==> config.mk <==
export PLATFORM = sky130hd
export DESIGN_NAME = master_qp_rate_ctrl
export DESIGN_NICKNAME = d
export VERILOG_FILES = /design/src/rtl/vdcm_rc_pkg.sv /design/src/rtl/qp_delta_lut.sv /design/src/rtl/master_qp_rate_ctrl.sv
export SDC_FILE = /design/constraint.sdc
export NUM_CORES = 1
export LEC_CHECK = 0
export ABC_AREA = 1
export CORE_ASPECT_RATIO = 1.25
export CORE_MARGIN = 5
export CORE_UTILIZATION = 50
export DETAILED_ROUTE_END_ITERATION = 8
export PLACE_DENSITY = 0.77
export REMOVE_ABC_BUFFERS = 1
export SLEW_MARGIN = 25
export SYNTH_ARGS = -nofsm -noshare
export SYNTH_HDL_FRONTEND = slang
export SYNTH_SLANG_ARGS = --single-unit
==> constraint.sdc <==
create_clock -name clk -period 2.35 [get_ports clk]
set_clock_uncertainty 0.1 [all_clocks]
set_input_delay 0.705 -clock clk [delete_from_list [all_inputs] [get_ports clk]]
set_output_delay 0.705 -clock clk [all_outputs]
set_load 0.05 [all_outputs]
==> src/rtl/vdcm_rc_pkg.sv <==
// Shared types and constants for the master QP rate controller.
// Holds default thresholds, the controller FSM state enum and the masterQp clamp helper.
package vdcm_rc_pkg;

   localparam int MQP_W = 7;

   localparam logic [MQP_W-1:0] MIN_MQP_DEF  = 7'd0;
   localparam logic [MQP_W-1:0] MAX_MQP_DEF  = 7'd72;
   localparam logic [MQP_W-1:0] INIT_MQP_DEF = 7'd32;

   localparam logic [11:0] DIFF_T1_DEF = 12'd8;
   localparam logic [11:0] DIFF_T2_DEF = 12'd32;
   localparam logic [11:0] DIFF_T3_DEF = 12'd96;

   localparam logic [15:0] FULL_LO_DEF = 16'd4096;
   localparam logic [15:0] FULL_HI_DEF = 16'd12288;

   typedef enum logic [1:0] {
      RC_IDLE   = 2'd0,
      RC_DIFF   = 2'd1,
      RC_DELTA  = 2'd2,
      RC_UPDATE = 2'd3
   } rc_state_e;

   // Saturate a signed 9-bit candidate QP into the legal [lo, hi] window.
   function automatic logic [MQP_W-1:0] clamp_mqp(
      input logic signed [8:0]  q,
      input logic [MQP_W-1:0]   lo,
      input logic [MQP_W-1:0]   hi
   );
      logic signed [8:0] loS;
      logic signed [8:0] hiS;
      loS = $signed({2'b00, lo});
      hiS = $signed({2'b00, hi});
      if (q < loS) begin
         return lo;
      end else if (q > hiS) begin
         return hi;
      end else begin
         return q[MQP_W-1:0];
      end
   endfunction

endpackage

==> src/rtl/qp_delta_lut.sv <==
// Maps |bits - target| and its sign to a bounded signed QP step (0/1/2/4),
// with the step direction gated by the captured rate-buffer fullness.
module qp_delta_lut
   import vdcm_rc_pkg::*;
#(
   parameter logic [11:0] DIFF_T1 = DIFF_T1_DEF,
   parameter logic [11:0] DIFF_T2 = DIFF_T2_DEF,
   parameter logic [11:0] DIFF_T3 = DIFF_T3_DEF,
   parameter logic [15:0] FULL_LO = FULL_LO_DEF,
   parameter logic [15:0] FULL_HI = FULL_HI_DEF
) (
   input  logic [11:0]       i_absDiff,
   input  logic              i_diffNeg,
   input  logic [15:0]       i_fullness,
   output logic signed [3:0] o_delta
);

   logic [2:0] w_mag;
   logic [3:0] w_magExt;

   // A nearly full buffer must not lower QP further, a nearly empty one must not raise it.
   always_comb begin
      w_mag = 3'd0;
      if (i_absDiff <= DIFF_T1) begin
         w_mag = 3'd0;
      end else if (i_absDiff <= DIFF_T2) begin
         w_mag = 3'd1;
      end else if (i_absDiff <= DIFF_T3) begin
         w_mag = 3'd2;
      end else begin
         w_mag = 3'd4;
      end
      if (i_diffNeg && (i_fullness >= FULL_HI)) begin
         w_mag = 3'd0;
      end
      if (!i_diffNeg && (i_fullness <= FULL_LO)) begin
         w_mag = 3'd0;
      end
   end

   assign w_magExt = {1'b0, w_mag};
   assign o_delta  = i_diffNeg ? -$signed(w_magExt) : $signed(w_magExt);

endmodule

==> src/rtl/master_qp_rate_ctrl.sv <==
// Encoder rate controller: one masterQp update per accepted block, 3-cycle latency.
// Optional MASTER_QP_PANIC_EN forces MAX_MQP when captured fullness reaches FULL_PANIC.
module master_qp_rate_ctrl
   import vdcm_rc_pkg::*;
#(
`ifdef MASTER_QP_PANIC_EN
   parameter logic [15:0]      FULL_PANIC = 16'd15360,
`endif
   parameter logic [MQP_W-1:0] MIN_MQP    = MIN_MQP_DEF,
   parameter logic [MQP_W-1:0] MAX_MQP    = MAX_MQP_DEF,
   parameter logic [MQP_W-1:0] INIT_MQP   = INIT_MQP_DEF,
   parameter logic [11:0]      DIFF_T1    = DIFF_T1_DEF,
   parameter logic [11:0]      DIFF_T2    = DIFF_T2_DEF,
   parameter logic [11:0]      DIFF_T3    = DIFF_T3_DEF,
   parameter logic [15:0]      FULL_LO    = FULL_LO_DEF,
   parameter logic [15:0]      FULL_HI    = FULL_HI_DEF
) (
   input  logic             clk,
   input  logic             rst_n,
   input  logic             slice_start,
   input  logic [6:0]       init_qp,
   input  logic [11:0]      block_bits,
   input  logic [11:0]      target_bits,
   input  logic [15:0]      buffer_fullness,
   input  logic             block_bits_valid,
   output logic             in_ready,
   output logic [MQP_W-1:0] masterQp,
   output logic             masterQp_valid
);

   rc_state_e r_state;
   rc_state_e w_stateNext;

   logic [11:0]       r_blockBits;
   logic [11:0]       r_targetBits;
   logic [15:0]       r_fullness;
   logic              r_diffNeg;
   logic [11:0]       r_absDiff;
   logic signed [3:0] r_delta;
   logic [MQP_W-1:0]  r_masterQp;
   logic              r_qpValid;
`ifdef MASTER_QP_PANIC_EN
   logic              r_panic;
`endif

   logic              w_accept;
   logic signed [12:0] w_diff;
   logic signed [12:0] w_diffNegated;
   logic [11:0]       w_absDiff;
   logic signed [3:0] w_lutDelta;
   logic signed [8:0] w_qSum;

   assign in_ready       = (r_state == RC_IDLE);
   assign w_accept       = block_bits_valid & in_ready & ~slice_start;
   assign masterQp       = r_masterQp;
   assign masterQp_valid = r_qpValid;

   assign w_diff        = $signed({1'b0, r_blockBits}) - $signed({1'b0, r_targetBits});
   assign w_diffNegated = -w_diff;
   assign w_absDiff     = w_diff[12] ? w_diffNegated[11:0] : w_diff[11:0];
   assign w_qSum        = $signed({2'b00, r_masterQp}) + $signed({{5{r_delta[3]}}, r_delta});

   qp_delta_lut #(
      .DIFF_T1 (DIFF_T1),
      .DIFF_T2 (DIFF_T2),
      .DIFF_T3 (DIFF_T3),
      .FULL_LO (FULL_LO),
      .FULL_HI (FULL_HI)
   ) u_deltaLut (
      .i_absDiff  (r_absDiff),
      .i_diffNeg  (r_diffNeg),
      .i_fullness (r_fullness),
      .o_delta    (w_lutDelta)
   );

   always_ff @(posedge clk or negedge rst_n) begin
      if (!rst_n) begin
         r_state <= RC_IDLE;
      end else begin
         r_state <= w_stateNext;
      end
   end

   // slice_start abandons whatever block is in flight and returns to IDLE.
   always_comb begin
      w_stateNext = r_state;
      if (slice_start) begin
         w_stateNext = RC_IDLE;
      end else begin
         unique case (r_state)
            RC_IDLE:   if (w_accept) w_stateNext = RC_DIFF;
            RC_DIFF:   w_stateNext = RC_DELTA;
            RC_DELTA:  w_stateNext = RC_UPDATE;
            RC_UPDATE: w_stateNext = RC_IDLE;
            default:   w_stateNext = RC_IDLE;
         endcase
      end
   end

   always_ff @(posedge clk or negedge rst_n) begin
      if (!rst_n) begin
         r_blockBits  <= '0;
         r_targetBits <= '0;
         r_fullness   <= '0;
         r_diffNeg    <= 1'b0;
         r_absDiff    <= '0;
         r_delta      <= '0;
         r_masterQp   <= INIT_MQP;
         r_qpValid    <= 1'b0;
`ifdef MASTER_QP_PANIC_EN
         r_panic      <= 1'b0;
`endif
      end else begin
         r_qpValid <= 1'b0;
         if (slice_start) begin
            r_masterQp <= clamp_mqp($signed({2'b00, init_qp}), MIN_MQP, MAX_MQP);
            r_qpValid  <= 1'b1;
         end else begin
            unique case (r_state)
               RC_IDLE: begin
                  if (w_accept) begin
                     r_blockBits  <= block_bits;
                     r_targetBits <= target_bits;
                     r_fullness   <= buffer_fullness;
                  end
               end
               RC_DIFF: begin
                  r_diffNeg <= w_diff[12];
                  r_absDiff <= w_absDiff;
               end
               RC_DELTA: begin
                  r_delta <= w_lutDelta;
`ifdef MASTER_QP_PANIC_EN
                  r_panic <= (r_fullness >= FULL_PANIC);
`endif
               end
               RC_UPDATE: begin
`ifdef MASTER_QP_PANIC_EN
                  r_masterQp <= r_panic ? MAX_MQP : clamp_mqp(w_qSum, MIN_MQP, MAX_MQP);
`else
                  r_masterQp <= clamp_mqp(w_qSum, MIN_MQP, MAX_MQP);
`endif
                  r_qpValid  <= 1'b1;
               end
               default: begin
                  r_qpValid <= 1'b0;
               end
            endcase
         end
      end
   end

endmodule

# Yosys cells after proc, flatten, opt, wreduce, memory -nomap -nowiden
# Index checks and enable logic that the tools add are counted.
[classes]
addsub = 4
magnitude_cmp = 8
n_eq_ne = 4
n_mux = 17
bitwise = 3
n_reduce_logical = 8
[op_table]
columns = ["operator", "count"]
rows = [
  ["7-bit two-way mux", 5],
  ["16-bit by 14-bit >= comparator with 1-bit output, second input constant", 1],
  ["16-bit by 13-bit <= comparator with 1-bit output, second input constant", 1],
  ["3-bit two-way mux", 5],
  ["12-bit by 12-bit subtractor with 13-bit output", 1],
  ["12-bit by 4-bit <= comparator with 1-bit output, second input constant", 1],
  ["12-bit by 6-bit <= comparator with 1-bit output, second input constant", 1],
  ["12-bit by 7-bit <= comparator with 1-bit output, second input constant", 1],
  ["12-bit two-way mux", 1],
  ["12-bit negation", 1],
  ["8-bit by 4-bit adder with 9-bit output", 1],
  ["9-bit by 8-bit greater-than comparator with 1-bit output, second input constant", 1],
  ["9-bit by 1-bit < comparator with 1-bit output, second input constant", 1],
  ["2-bit one-hot mux with 4 select lines", 1],
  ["7-bit greater-than comparator, second input constant", 1],
  ["2-bit equality test, second input constant", 2],
  ["2-bit two-way mux", 2],
  ["4-bit two-way mux", 1],
  ["3-bit negation with 4-bit output", 1],
  ["2-bit AND reduction", 2],
  ["3-bit by 2-bit inequality test with 1-bit output, second input constant", 1],
  ["3-bit AND reduction", 1],
  ["1-bit bitwise AND", 2],
  ["2-bit by 1-bit equality test with 1-bit output, second input constant", 1],
  ["other kinds (6)", 8],
]
[totals]
ff_bits = 67
in_bits = 51
out_inout_bits = 9
word_cells = 53

# Longest topological paths before layout
[logic_depth]
ltp_word = 8
depth_mapped = 17

# Modules after synthesis
# From an unflattened synthesis, not the netlist that was laid out.
[unflattened]
cells_unflattened = 530
hier_area_um2 = 4349.2
[by_module_without_submodules]
columns = ["module", "instances", "cells_each", "area_per_inst_um2", "seq_area_each_um2"]
rows = [
  ["master_qp_rate_ctrl", 1, 474, 4071.4, 1677.9],
  ["qp_delta_lut", 1, 56, 277.8, 0.0],
]

# Least setup slack after synthesis
# Ideal clock, no wire load.
[synth_timing]
path_type = "register -> register"
from = "register r_masterQp[0], in the netlist masterQp[0]"
to = "register r_masterQp[6], in the netlist masterQp[6]"
arrival_ps = 2115
required_time_ps = 2127
path_slack_ps = 12
stages_incl_launch_ff = 15
n_path_buf = 0
synth_period_minus_slack_ps = 2338
path_cell_list = "dfrtp_1 > ha_1 > fa_1 > nand3_1 > nand2_1 > nand2_1 > nand2_1 > nand2_1 > nand2_1 > nand2_1 > nand2_1 > nand2_1 > nand2_1 > o21ai_0 > nand2_1"
[synth_between]
elab_chain_cells = 6
elab_cells_between_ends = 7
[synth_rtl]
columns = ["element", "line", "rtl"]
rows = [
  ["start: declaration", "master_qp_rate_ctrl.sv:40", "logic [MQP_W-1:0] r_masterQp;"],
  ["start signal: assignment", "master_qp_rate_ctrl.sv:116", "r_masterQp <= clamp_mqp($signed({2'b00, init_qp}), MIN_MQP, MAX_MQP);"],
  ["start signal: assignment", "master_qp_rate_ctrl.sv:141", "r_masterQp <= clamp_mqp(w_qSum, MIN_MQP, MAX_MQP);"],
  ["8-bit by 4-bit adder with 9-bit output *", "master_qp_rate_ctrl.sv:61", "assign w_qSum = $signed({2'b00, r_masterQp}) + $signed({{5{r_delta[3]}}, r_delta});"],
  ["9-bit by 8-bit greater-than comparator with 1-bit output", "vdcm_rc_pkg.sv:37", "end else if (q > hiS) begin"],
  ["7-bit two-way mux", "vdcm_rc_pkg.sv:37", ""],
  ["7-bit two-way mux *", "vdcm_rc_pkg.sv:35", "if (q < loS) begin"],
  ["7-bit two-way mux *", "master_qp_rate_ctrl.sv:119", "unique case (r_state)"],
  ["7-bit two-way mux *", "master_qp_rate_ctrl.sv:115", "if (slice_start) begin"],
]
# Mark *: on every way between the ends. The rest lies on a longest branch, timed or not. The select of a mux whose other input is x is not followed.
# A chain may end at the register's enable or synchronous reset.

# Final worst setup path
[layout_timing]
from = "register r_blockBits[0]"
to = "register r_absDiff[3]"
[layout_between]
elab_chain_cells = 3
[layout_rtl]
columns = ["element", "line", "rtl"]
rows = [
  ["start: declaration", "master_qp_rate_ctrl.sv:34", "logic [11:0] r_blockBits;"],
  ["start signal: assignment", "master_qp_rate_ctrl.sv:122", "r_blockBits <= block_bits;"],
  ["12-bit by 12-bit subtractor with 13-bit output *", "master_qp_rate_ctrl.sv:58", "assign w_diff = $signed({1'b0, r_blockBits}) - $signed({1'b0, r_targetBits});"],
  ["12-bit negation", "master_qp_rate_ctrl.sv:59", "assign w_diffNegated = -w_diff;"],
  ["12-bit two-way mux *", "master_qp_rate_ctrl.sv:60", "assign w_absDiff = w_diff[12] ? w_diffNegated[11:0] : w_diff[11:0];"],
  ["end signal: assignment", "master_qp_rate_ctrl.sv:129", "r_absDiff <= w_absDiff;"],
  ["end: declaration", "master_qp_rate_ctrl.sv:38", "logic [11:0] r_absDiff;"],
]
# Mark *: on every way between the ends. The rest lies on a longest branch, timed or not.

==> impl_table.tex <==
\begin{tabular}{lr}
\hline
Metric & Value \\
\hline
\multicolumn{2}{l}{\textbf{Synthesis}} \\
\quad Simple-gate area share of the yosys netlist & 25.1\% \\
\quad Cell count after synthesis & 528 \\
\quad Register bit total from synthesis & 67 \\
\quad Adder and majority cell fraction of the synthesized area & 8.62\% \\
\quad Synth Area in XOR/XNOR & 2.69\% \\
\quad Main combinational cell family by area after synthesis & simple AND/OR/NAND/NOR gates \\
\quad Share of cell area taken by muxes after synthesis & 7.44\% \\
\quad Post-synth cell types & 38 \\
\quad Post-synth ARST share & 100\% \\
\quad Number of synthesis warnings & 0 \\
\quad Netlist area before placement & 0.00424 mm2 \\
\quad Primary FF master, synth & dfrtp\_1 \\
\quad Sequential area share after synthesis & 39.6\% \\
\quad EDFF count, synth & 0 \\
\quad Complex-gate fraction of the synthesized area & 9.29\% \\
\quad Average cell area after synthesis & 8.03 um2 \\
\multicolumn{2}{l}{\textbf{Worst setup path}} \\
\quad Startpoint class of the critical path & flip-flop \\
\quad Crit path cell chain & inv\_2, ha\_4, inv\_4, fa\_2, nand3\_4, nand3\_4, nand2\_4, nand2\_2, a21oi\_4, inv\_1, nor2\_1, xor2\_1, o21ai\_0 \\
\quad Data arrival time at the worst-slack endpoint & 2.39 ns \\
\quad Top cell family by delay on the critical path & adder cells \\
\quad Critical path type & reg -> reg \\
\quad Critical path capture point type & flip-flop \\
\quad Critical Path Max Stage Delay & 0.40 ns \\
\quad Most numerous cell on the critical path & nand3\_4 \\
\quad Buffer and inverter count on the worst path & 3 \\
\quad Slowest library cell on the worst path & fa\_2 \\
\quad Worst-path fanout max & 4 \\
\quad Required time of the critical path & 2.47 ns \\
\multicolumn{2}{l}{\textbf{Route}} \\
\quad DRC errors left & 0 \\
\quad Antenna Nets Post-Route & 0 \\
\quad Wire per inst & 12.7 um \\
\quad Detailed-router iteration count before antenna repair & 5 \\
\quad First DRT Iteration DRCs & 134 \\
\quad Vias per cell & 5.25 \\
\quad Total via count after detailed routing & 3728 \\
\quad Total Routed Length & 9.02 mm \\
\multicolumn{2}{l}{\textbf{Floorplan}} \\
\quad Number of ports placed on the die boundary & 60 \\
\quad Horizontal extent of the die & 92.4 um \\
\quad Area enclosed by the die boundary & 0.0104 mm2 \\
\quad Vert. Die Dim & 113 um \\
\quad Std-Cell Rows & 37 \\
\quad Area of the core & 0.00824 mm2 \\
\quad Initial core utilization & 51.5\% \\
\multicolumn{2}{l}{\textbf{Power}} \\
\quad Int Power & 4.58 mW \\
\quad Largest vdd supply drop & 0.889 mV \\
\quad Leakage power summed over all cells & 2.67 nW \\
\quad Sequential power share & 23.3\% \\
\quad Clock share of power & 11.0\% \\
\quad Switching Power & 4.32 mW \\
\quad Total power density per cell area & 1660 mW/mm2 \\
\quad Switching Fraction & 48.5\% \\
\quad Logic pwr share & 65.8\% \\
\multicolumn{2}{l}{\textbf{Timing}} \\
\quad Pins Over Slew Limit & 0 \\
\quad TNS Setup & 0 ns \\
\quad Final cycle utilization of the critical path & 96.5\% \\
\quad Worst rel slew slack & 66.8\% \\
\quad F\_max & 0.441 GHz \\
\quad Setup repair after global routing missed its margin & true \\
\quad Final Hold Fails & 0 \\
\quad Actual transition at the worst max-transition pin & 0.496 ns \\
\quad Count of final setup violators & 0 \\
\quad Post-layout minimum cycle time & 2.27 ns \\
\multicolumn{2}{l}{\textbf{CTS}} \\
\quad Clock input transition at the sequential cells of the worst setup and hold paths & 0.08 ns \\
\quad Number of levels the H-tree was split into & 3 \\
\quad TritonCTS clock tree & yes \\
\quad Number of clock sinks & 67 \\
\quad Maximum count of clock buffers along a single path & 2 \\
\quad Number of hold buffers added after CTS & 0 \\
\quad Clock root buffer master & clkbuf\_8 \\
\quad TritonCTS buffer count & 9 \\
\quad Clock insertion delay at the later pin of the skew report & 0.35 ns \\
\multicolumn{2}{l}{\textbf{GRT}} \\
\quad Via count of the first global-routing pass & 3649 \\
\quad Total global routing track utilization & 17.8\% \\
\quad Global-route wire length before repair & 15.3 mm \\
\quad Number of antenna violations at the first check in global routing & 0 \\
\quad Grt ovf & 0 \\
\quad Maximum number of pins on one net before global-route repair & 68 \\
\multicolumn{2}{l}{\textbf{Layout}} \\
\quad Area growth, synth to finish & 26.3\% \\
\quad Total number of nets in the final design & 687 \\
\quad \# fillers & 705 \\
\quad Final instance count without filler cells & 710 \\
\quad Multi-input combinational cell area & 0.00234 mm2 \\
\quad Number of inserted diodes & 0 \\
\quad Layout cell share with drive strength beyond 1 & 17.6\% \\
\quad Register cell area after layout & 0.00168 mm2 \\
\multicolumn{2}{l}{\textbf{Placed design}} \\
\quad Placed cell count & 687 \\
\quad IO Port Bufs & 59 \\
\quad Post-detail-place hpwl & 6.68 mm \\
\quad Final Wtd Congestion & 0.847 \\
\multicolumn{2}{l}{\textbf{Job}} \\
\quad Max-capacitance violation count & 0 \\
\multicolumn{2}{l}{\textbf{Status}} \\
\quad Outcome & finished, final reports clean \\
\multicolumn{2}{l}{\textbf{Hold path}} \\
\quad Class of the tightest hold or removal check & in -> async \\
\hline
\end{tabular}
registers in the layout, indices dropped and copies added (netlist names):
name	count
r_blockBits	12
r_absDiff	12
r_delta	4
r_targetBits	12
r_state	2
r_fullness	16
masterQp	7
r_diffNeg	1
masterQp_valid	1
timing repair:
item,CTS,global route
pin swaps,0,12
setup buffers,0,7
gates resized for setup,3,30
endpoints found under the setup margin,3,16
cell families (layout without fill, tap and decap cells):
group,Yosys count,count (layout)
XOR/XNOR,13,13
AO/OA/AOI/OAI,70,70
buffers and inverters,77,162
flip-flops,67,67
adder cells (fa/ha/maj),28,28
AND/OR/NAND/NOR,245,245
multiplexers,28,28
synth_stat cells (2+ instances only):
| cell | n | area (um2) |
|---|---|---|
| a21oi_1 | 33 | 165 |
| a31oi_1 | 5 | 31.3 |
| buf_2 | 3 | 15.0 |
| buf_4 | 3 | 22.5 |
| clkbuf_1 | 2 | 7.51 |
| dfrtp_1 | 66 | 1650 |
| fa_1 | 2 | 40.0 |
| ha_1 | 26 | 325 |
| inv_1 | 66 | 248 |
| mux2_2 | 28 | 315 |
| nand2_1 | 118 | 443 |
| nand2_2 | 8 | 50.1 |
| nand3_1 | 48 | 240 |
| nand3_2 | 2 | 20.0 |
| nand4_1 | 7 | 43.8 |
| nor2_1 | 52 | 195 |
| nor3_1 | 3 | 15.0 |
| nor4_1 | 3 | 18.8 |
| o21ai_0 | 19 | 95.1 |
| o21ai_1 | 3 | 15.0 |
| o21bai_1 | 2 | 15.0 |
| o31ai_1 | 2 | 15.0 |
| xnor2_1 | 3 | 26.3 |
| xor2_1 | 10 | 87.6 |
power by group through the flow:
| stage | clock [mW] | sequential, mW | combinational, mW |
|---|---|---|---|
| 3_3_place_gp | 0 | 2.05 | 5.16 |
| 4_1_cts | 1.00 | 2.06 | 5.36 |
| 5_1_grt | 1.05 | 2.14 | 6.56 |
| 3_5_place_dp | 0 | 2.08 | 5.30 |
| 2_1_floorplan | 0 | 2.18 | 3.94 |
| 6_report | 0.977 | 2.07 | 5.85 |
worst paths after layout:
path | start | end | slack [ns] | depth (start not counted)
worst max-delay path | r_blockBits[0]$_DFFE_PN0P_ | r_absDiff[3]$_DFFE_PN0P_ | 0.08 | 13
worst min-delay path | rst_n | r_blockBits[9]$_DFFE_PN0P_ | 0.26 | 2
worst max register to register | r_blockBits[0]$_DFFE_PN0P_ | r_absDiff[3]$_DFFE_PN0P_ | 0.08 | 13
worst min register to register | r_absDiff[11]$_DFFE_PN0P_ | r_absDiff[11]$_DFFE_PN0P_ | 0.39 | 2
max in group asynchronous | rst_n | masterQp[5]$_DFFE_PN1P_ | 1.57 | 2
min in group clk | r_absDiff[11]$_DFFE_PN0P_ | r_absDiff[11]$_DFFE_PN0P_ | 0.39 | 2
stage by stage:
step | area [um2] | worst slack (ns) | utilization, % | hold slack (ns) | total power [mW]
2_1_floorplan | 4180 | -0.708 | - | 0.309 | 6.12
3_3_place_gp | 5010 | 0.0806 | 60.8 | 0.365 | 7.21
3_5_place_dp | 5010 | 0.00286 | 60.8 | 0.368 | 7.38
4_1_cts | 5210 | 0.0208 | 63.2 | 0.266 | 8.43
5_1_grt | 5360 | -0.0451 | 65.0 | 0.289 | 9.75
6_report | 5360 | 0.0828 | 65.0 | 0.264 | 8.90
layer usage:
layer,GRT usage (%),routed length (um),up-vias
li1,-,-,1890
met1,19.4,3670,1751
met2,34.1,4890,74
met3,3.79,328,13
met4,5.15,140,0
met5,0,0,-
final cells by class:
type | instances | share of cell area [%]
clock buffer | 9 | 2.31
multi-input combinational | 384 | 43.7
timing repair buffer | 78 | 14.2
clock inverter | 7 | 1.42
inverter | 68 | 4.81
sequential | 67 | 31.3
tap | 97 | 2.27
placed cells by master, fill, tap and decap left out, types with 2 or more instances in the layout:
cell               n
clkinv_4           2
inv_2              5
nor4_1             3
clkbuf_8           9
o21ai_1            5
buf_12             3
dfrtp_1           66
nand2_1          114
o21bai_1           2
xor2_1            10
a31oi_1            5
a21oi_1           32
nand3_2            2
ha_4               2
buf_4             19
clkdlybuf4s50_1   50
inv_1             61
a21oi_2            2
mux2_2            28
dlygate4sd2_1      2
nand3_1           46
fa_2               2
nor2_1            50
ha_1              23
o31ai_1            2
xnor2_1            3
nor2_2             2
nor2_4             2
clkinvlp_4         2
nand2_2           11
nand4_1            7
buf_6              3
nand3_4            2
nor3_1             3
o21ai_0           17
Power figures use the tool's default switching activity.
